==> src/rtl/pc_ctrl_pkg.sv <==
`default_nettype none
// ============================================================================
// pc_ctrl_pkg : state encoding, PC step and next-address select codes
// Revision    : 1.0
// ============================================================================
package pc_ctrl_pkg;

  localparam logic [31:0] PC_STEP              = 32'd4;
  localparam logic [31:0] DEFAULT_RESET_VECTOR = 32'h0000_0000;

  typedef enum logic [1:0] {
    ST_IDLE  = 2'd0,
    ST_FETCH = 2'd1,
    ST_HOLD  = 2'd2,
    ST_HALT  = 2'd3
  } state_e;

  typedef enum logic [1:0] {
    SEL_HOLD   = 2'd0,
    SEL_SEQ    = 2'd1,
    SEL_TARGET = 2'd2
  } nsel_e;

endpackage : pc_ctrl_pkg
`default_nettype wire

==> src/rtl/pc_next_sel.sv <==
`default_nettype none
// ============================================================================
// pc_next_sel : combinational next fetch address (hold / +PC_STEP / target)
// Revision    : 1.0
// ============================================================================
module pc_next_sel
  import pc_ctrl_pkg::*;
(
  input  logic [31:0] cur_addr,
  input  logic [31:0] target,
  input  nsel_e       sel,
  output logic [31:0] next_addr
);

  always_comb begin
    next_addr = cur_addr;
    unique case (sel)
      SEL_SEQ:    next_addr = cur_addr + PC_STEP;  // natural 32-bit wrap
      SEL_TARGET: next_addr = target;
      default:    next_addr = cur_addr;
    endcase
  end

endmodule : pc_next_sel
`default_nettype wire

==> src/rtl/pc_ctrl.sv <==
`default_nettype none
// ============================================================================
// pc_ctrl  : instruction fetch PC controller (IDLE/FETCH/HOLD/HALT).
//            Define PC_MISALIGN_TRAP_EN to trap misaligned redirect targets.
// Revision : 1.0
// ============================================================================
module pc_ctrl
  import pc_ctrl_pkg::*;
#(
  parameter logic [31:0] RESET_VECTOR = DEFAULT_RESET_VECTOR
) (
  input  logic        clk,
  input  logic        rst,
  input  logic        stall,
  input  logic        redirect_valid,
  input  logic [31:0] redirect_target,
  input  logic        halt,
  output logic        imem_req,
  output logic [31:0] imem_addr,
  input  logic        imem_ack,
  output logic        fetch_valid,
  output logic [31:0] fetch_pc,
  output logic        misaligned_fault
);

  state_e      state_q, state_d;
  logic        imem_req_q, imem_req_d;
  logic [31:0] imem_addr_q, imem_addr_d;
  logic        fetch_valid_q, fetch_valid_d;
  logic [31:0] fetch_pc_q, fetch_pc_d;
  logic        fault_q, fault_d;
  logic        pend_valid_q, pend_valid_d;
  logic [31:0] pend_target_q, pend_target_d;
  logic        halt_pend_q, halt_pend_d;

  logic [31:0] live_target;
  logic        live_misaligned;
  logic        stop;
  logic        trap;
  nsel_e       sel;
  logic [31:0] sel_target;

`ifdef PC_MISALIGN_TRAP_EN
  assign live_target     = redirect_target;
  assign live_misaligned = |redirect_target[1:0];
`else
  logic unused_tgt_lsb;
  assign unused_tgt_lsb  = ^redirect_target[1:0];
  assign live_target     = {redirect_target[31:2], 2'b00};
  assign live_misaligned = 1'b0;
`endif

  // A halt (live or remembered) outranks any redirect, including a faulting one.
  assign stop = halt | halt_pend_q;
  assign trap = redirect_valid & live_misaligned & ~stop;

  always_comb begin
    state_d       = state_q;
    pend_valid_d  = pend_valid_q;
    pend_target_d = pend_target_q;
    halt_pend_d   = halt_pend_q;
    fetch_valid_d = 1'b0;
    fetch_pc_d    = fetch_pc_q;
    fault_d       = 1'b0;
    sel           = SEL_HOLD;
    sel_target    = live_target;

    unique case (state_q)
      ST_IDLE: begin
        if (halt) begin
          state_d = ST_HALT;
        end else if (trap) begin
          fault_d = 1'b1;
          state_d = ST_HALT;
        end else begin
          state_d = ST_FETCH;
          if (redirect_valid) sel = SEL_TARGET;
        end
      end

      ST_FETCH: begin
        if (imem_ack) begin
          pend_valid_d = 1'b0;
          halt_pend_d  = 1'b0;
          if (stop || trap) begin
            fault_d = trap;
            state_d = ST_HALT;
          end else if (redirect_valid || pend_valid_q) begin
            // Response belongs to the wrong path: drop it, live redirect wins.
            sel        = SEL_TARGET;
            sel_target = redirect_valid ? live_target : pend_target_q;
            state_d    = stall ? ST_HOLD : ST_FETCH;
          end else begin
            fetch_valid_d = 1'b1;
            fetch_pc_d    = imem_addr_q;
            sel           = SEL_SEQ;
            state_d       = stall ? ST_HOLD : ST_FETCH;
          end
        end else if (halt) begin
          halt_pend_d = 1'b1;
        end else if (trap) begin
          fault_d     = 1'b1;
          halt_pend_d = 1'b1;
        end else if (redirect_valid && !halt_pend_q) begin
          pend_valid_d  = 1'b1;
          pend_target_d = live_target;
        end
      end

      ST_HOLD: begin
        if (halt) begin
          state_d = ST_HALT;
        end else if (trap) begin
          fault_d = 1'b1;
          state_d = ST_HALT;
        end else begin
          if (redirect_valid) sel = SEL_TARGET;
          state_d = stall ? ST_HOLD : ST_FETCH;
        end
      end

      ST_HALT: begin
        state_d = ST_HALT;
      end

      default: state_d = ST_IDLE;
    endcase

    imem_req_d = (state_d == ST_FETCH);
  end

  pc_next_sel u_next_sel (
    .cur_addr  (imem_addr_q),
    .target    (sel_target),
    .sel       (sel),
    .next_addr (imem_addr_d)
  );

  always_ff @(posedge clk or posedge rst) begin
    if (rst) begin
      state_q       <= ST_IDLE;
      imem_req_q    <= 1'b0;
      imem_addr_q   <= RESET_VECTOR;
      fetch_valid_q <= 1'b0;
      fetch_pc_q    <= 32'h0;
      fault_q       <= 1'b0;
      pend_valid_q  <= 1'b0;
      pend_target_q <= 32'h0;
      halt_pend_q   <= 1'b0;
    end else begin
      state_q       <= state_d;
      imem_req_q    <= imem_req_d;
      imem_addr_q   <= imem_addr_d;
      fetch_valid_q <= fetch_valid_d;
      fetch_pc_q    <= fetch_pc_d;
      fault_q       <= fault_d;
      pend_valid_q  <= pend_valid_d;
      pend_target_q <= pend_target_d;
      halt_pend_q   <= halt_pend_d;
    end
  end

  assign imem_req         = imem_req_q;
  assign imem_addr        = imem_addr_q;
  assign fetch_valid      = fetch_valid_q;
  assign fetch_pc         = fetch_pc_q;
  assign misaligned_fault = fault_q;

endmodule : pc_ctrl
`default_nettype wire

==> config.mk <==
export PLATFORM = sky130hd
export DESIGN_NAME = pc_ctrl
export DESIGN_NICKNAME = d
export VERILOG_FILES = /design/src/rtl/pc_ctrl_pkg.sv /design/src/rtl/pc_next_sel.sv /design/src/rtl/pc_ctrl.sv
export SDC_FILE = /design/constraint.sdc
export NUM_CORES = 1
export LEC_CHECK = 0
export BUFFER_PORTS_ARGS = -buffer_cell sky130_fd_sc_hd__buf_2
export CORE_MARGIN = 3
export CORE_UTILIZATION = 45
export DETAILED_ROUTE_END_ITERATION = 10
export GPL_TIMING_DRIVEN = 0
export HOLD_SLACK_MARGIN = 0.1
export PLACE_DENSITY = 0.74
export SYNTH_ARGS = -nofsm -noshare
export SYNTH_HDL_FRONTEND = slang
export SYNTH_SLANG_ARGS = --single-unit
==> constraint.sdc <==
create_clock -name clk -period 3.1 [get_ports clk]
set_input_delay 0 -clock clk [delete_from_list [all_inputs] [get_ports clk]]
set_output_delay 0 -clock clk [all_outputs]
set_load 0.03 [all_outputs]
==> flow_metrics.py <==
metrics = {
    "outcome": {
        "status": "finished, final reports clean",
    },
    "place": {
        "placed_cells": 667,
        "dpl.hpwl_um": 9280,
        "gp_congestion": 0.923,
        "post-place-ws_ns": -0.449,
        "port_buffers": 97,
    },
    "route": {
        "wl_per_cell_um": 17.8,
        "dr.pass1.iters": 6,
        "dr_total_vias": 4165,
        "met3_length_um": 1150,
        "vias_per_cell": 5.78,
        "wirelength_um": 12800,
        "wl_met2_um": 5760,
        "drtIter0Drc": 397,
        "ant_nets": 0,
        "top_layer_used": "met4",
        "wl_met1_um": 5610,
        "route.detailed.drc": 0,
    },
    "critical_path": {
        "reg2reg_depth": 13,
        "regToRegSetupSlack_ns": 0.21,
        "r2r_start": "state_q[1]",
        "critPathArrivalTime_ns": 3.12,
        "cp-start-kind": "flip-flop",
        "critical_path.max_fanout": 10,
        "reg2reg_to": "imem_addr[18]",
        "worstSetupPathType": "flip-flop to flip-flop",
        "worstSetupEndpointType": "flip-flop",
        "cp.required_ns": 3.33,
    },
    "sta": {
        "rsz0062_at_grt": "no",
        "setup_violations": 0,
        "final.setup.tns_ns": 0,
        "period_share_pct": 93.2,
        "finalWorstSetupSlack_ns": 0.209,
        "fmax_mhz": 346,
        "hold_viol": 0,
        "slew_viol_final": 0,
        "worst_slew_pin_slew_ns": 0.691,
        "fin_skew_ns": 0.0108,
        "min_period_ns": 2.89,
        "slew_headroom_pct": 53.7,
    },
    "clock_tree": {
        "cts.reportedPaths.clkPinSlew_ns": 0.10,
        "clockBufferDepth": 2,
        "clock_sinks": 96,
        "htree_levels": 3,
        "cts_tree": "built",
        "cts_root_buf": "clkbuf_8",
        "worstSkewPairLatency_ns": 0.36,
        "cts_buffers": 9,
        "post-cts-setup-buffers": 0,
    },
    "final_layout": {
        "syn_to_final_growth_pct": 26.2,
        "drive_gt1_share_pct": 34.6,
        "nets": 619,
        "final_cells": 720,
        "antenna-diode-count": 0,
    },
    "job": {
        "drv_cap": 0,
    },
    "yosys": {
        "synth_cell_types": 53,
        "ys_warn_count": 0,
        "synth_area_sq_mm": 0.00482,
        "ys.flop_type": "dfrtp_1",
        "synth.most_common_cell": "dfrtp_1",
        "synth-seq-cells": 96,
        "syn_avg_cell_area_sq_um": 11.2,
        "synth_area_leader_cell": "dfrtp_1",
        "synthTopCellsByCount": "dfrtp_1 (96), mux2_2 (64), mux2i_1 (26), a21oi_1 (25), nor2_1 (23)",
        "synth.top_cell.area_share_pct": 49.9,
        "netlist_instances": 429,
        "ys_seq_area_share_pct": 49.9,
        "async_reset_ff_share_pct": 100,
        "synth_area_leaders": "dfrtp_1 (50%), mux2_2 (15%), mux2i_1 (5.4%), a21oi_1 (2.6%), nand4_1 (2.1%)",
        "synth_edf_count": 0,
    },
    "floorplanning": {
        "die-area_sq_mm": 0.0120,
        "ios": 105,
        "rows": 37,
        "die_y_um": 109,
        "coreArea_sq_mm": 0.0104,
        "start_util_pct": 46.4,
        "die-width_um": 109,
    },
    "grt": {
        "antenna_found_initial": 0,
        "gr-total-overflow": 0,
        "grt_max_degree": 59,
        "grt_pass1_wl_um": 19800,
        "track_usage_pct": 21.7,
        "first_global_vias": 3950,
    },
    "pwr": {
        "pwr_density_cell_mw_per_mm2": 447,
        "vdd_ir_drop_max_mv": 0.211,
        "leakage_nw": 3.07,
        "finalPower_mw": 2.72,
    },
    "hold_path": {
        "worstHoldPathType": "primary input to async pin",
    },
}
==> where the power goes <==
| part | switching, mW | internal (mW) | total [mW] |
|---|---|---|---|
| Sequential | 0.125 | 1.36 | 1.49 |
| Clock | 0.442 | 0.298 | 0.740 |
| Combinational | 0.284 | 0.203 | 0.487 |
| Total | 0.851 | 1.87 | 2.72 |
==> how the worst max path moves through the flow <==
stage,cells after the start,slack (ns),from,to
floorplan,13,0.37,state_q[1],imem_addr[18]
global placement,2,-0.47,rst,pend_target_q[16]
detailed placement,13,-0.45,state_q[1],imem_addr[18]
CTS,13,0.07,state_q[1],imem_addr[18]
global route,13,0.005,state_q[1],imem_addr[13]
finish,13,0.21,state_q[1],imem_addr[18]
==> logic make-up (layout without fill, tap and decap cells) <==
kind of cell / Yosys count / count (layout) / share of synthesized area (%)
AO/OA/AOI/OAI: 88 / 88 / 12.6
adder cells (fa/ha/maj): 2 / 2 / 0.520
buffers and inverters: 41 / 192 / 3.85
flip-flops: 96 / 96 / 49.9
multiplexers: 92 / 92 / 21.0
other: 1 / 5 / 0.0779
AND/OR/NAND/NOR: 109 / 109 / 12.1
==> layout by cell type (no fill, tap or decap), drive strengths merged, types with 5 or more instances in the layout <==
master / instances
and4: 7
buf: 113
a21oi: 25
clkbuf: 29
dfrtp: 96
inv: 9
mux2i: 26
nand2: 20
o211ai: 7
a22oi: 5
dlygate4sd3: 37
nor2: 23
nor4: 6
mux2: 66
nand4: 16
o22a: 10
nor3: 8
conb: 5
o22ai: 5
nand3: 12
o21ai: 9
==> metrics by stage <==
step | area, sq um | utilization, % | hold WS [ns]
final | 6080 | 58.6 | 0.217
after global placement | 5490 | 52.9 | 0.210
after detailed placement | 5520 | 53.2 | 0.0759
after CTS | 6070 | 58.5 | 0.230
after global routing | 6080 | 58.6 | 0.276
after floorplan | 4830 | - | 0.0857
==> critical path: stages (launching register included) <==
cell and delay, ns:
dfrtp_1 0.42, inv_1 0.09, nand2_1 0.08, nor3_2 0.22, nand3_1 0.22, buf_2 0.27
ha_1 0.23, clkbuf_1 0.18, inv_1 0.13, clkbuf_2 0.27, clkbuf_4 0.30, o21ai_0 0.11
a21oi_1 0.18, a21oi_1 0.05
==> what timing repair did <==
action / 4_1_cts / 5_1_grt
pin swaps: 0 / 0
endpoints found under the hold margin: 87 / 0
hold buffers: 37 / 0
cloned: 0 / 0
setup endpoints to repair: 23 / 28
resized for setup: 6 / 9
==> sequential cells by signal, summed over array words and instances, names as in the netlist <==
register       flops
state_q            2
pend_valid_q       1
fetch_pc          30
halt_pend_q        1
pend_target_q     30
fetch_valid        1
imem_addr         30
imem_req           1
==> final cells by class <==
type / count / area, sq um
plain buffers: 33 / 169
multi-input cells: 296 / 2250
fillers: 905 / 4290
inverters: 8 / 32.5
repair buffers: 135 / 883
well taps: 136 / 170
flip-flops and latches: 96 / 2400
clock buffers: 11 / 131
clock inverters: 5 / 41.3
==> layer usage <==
layer	global-route usage (%)	vias to the layer above
li1	-	1902
met3	4.46	27
met5	0	-
met2	33.3	222
met4	8.99	0
met1	29.9	2014
Power figures use the tool's default switching activity.
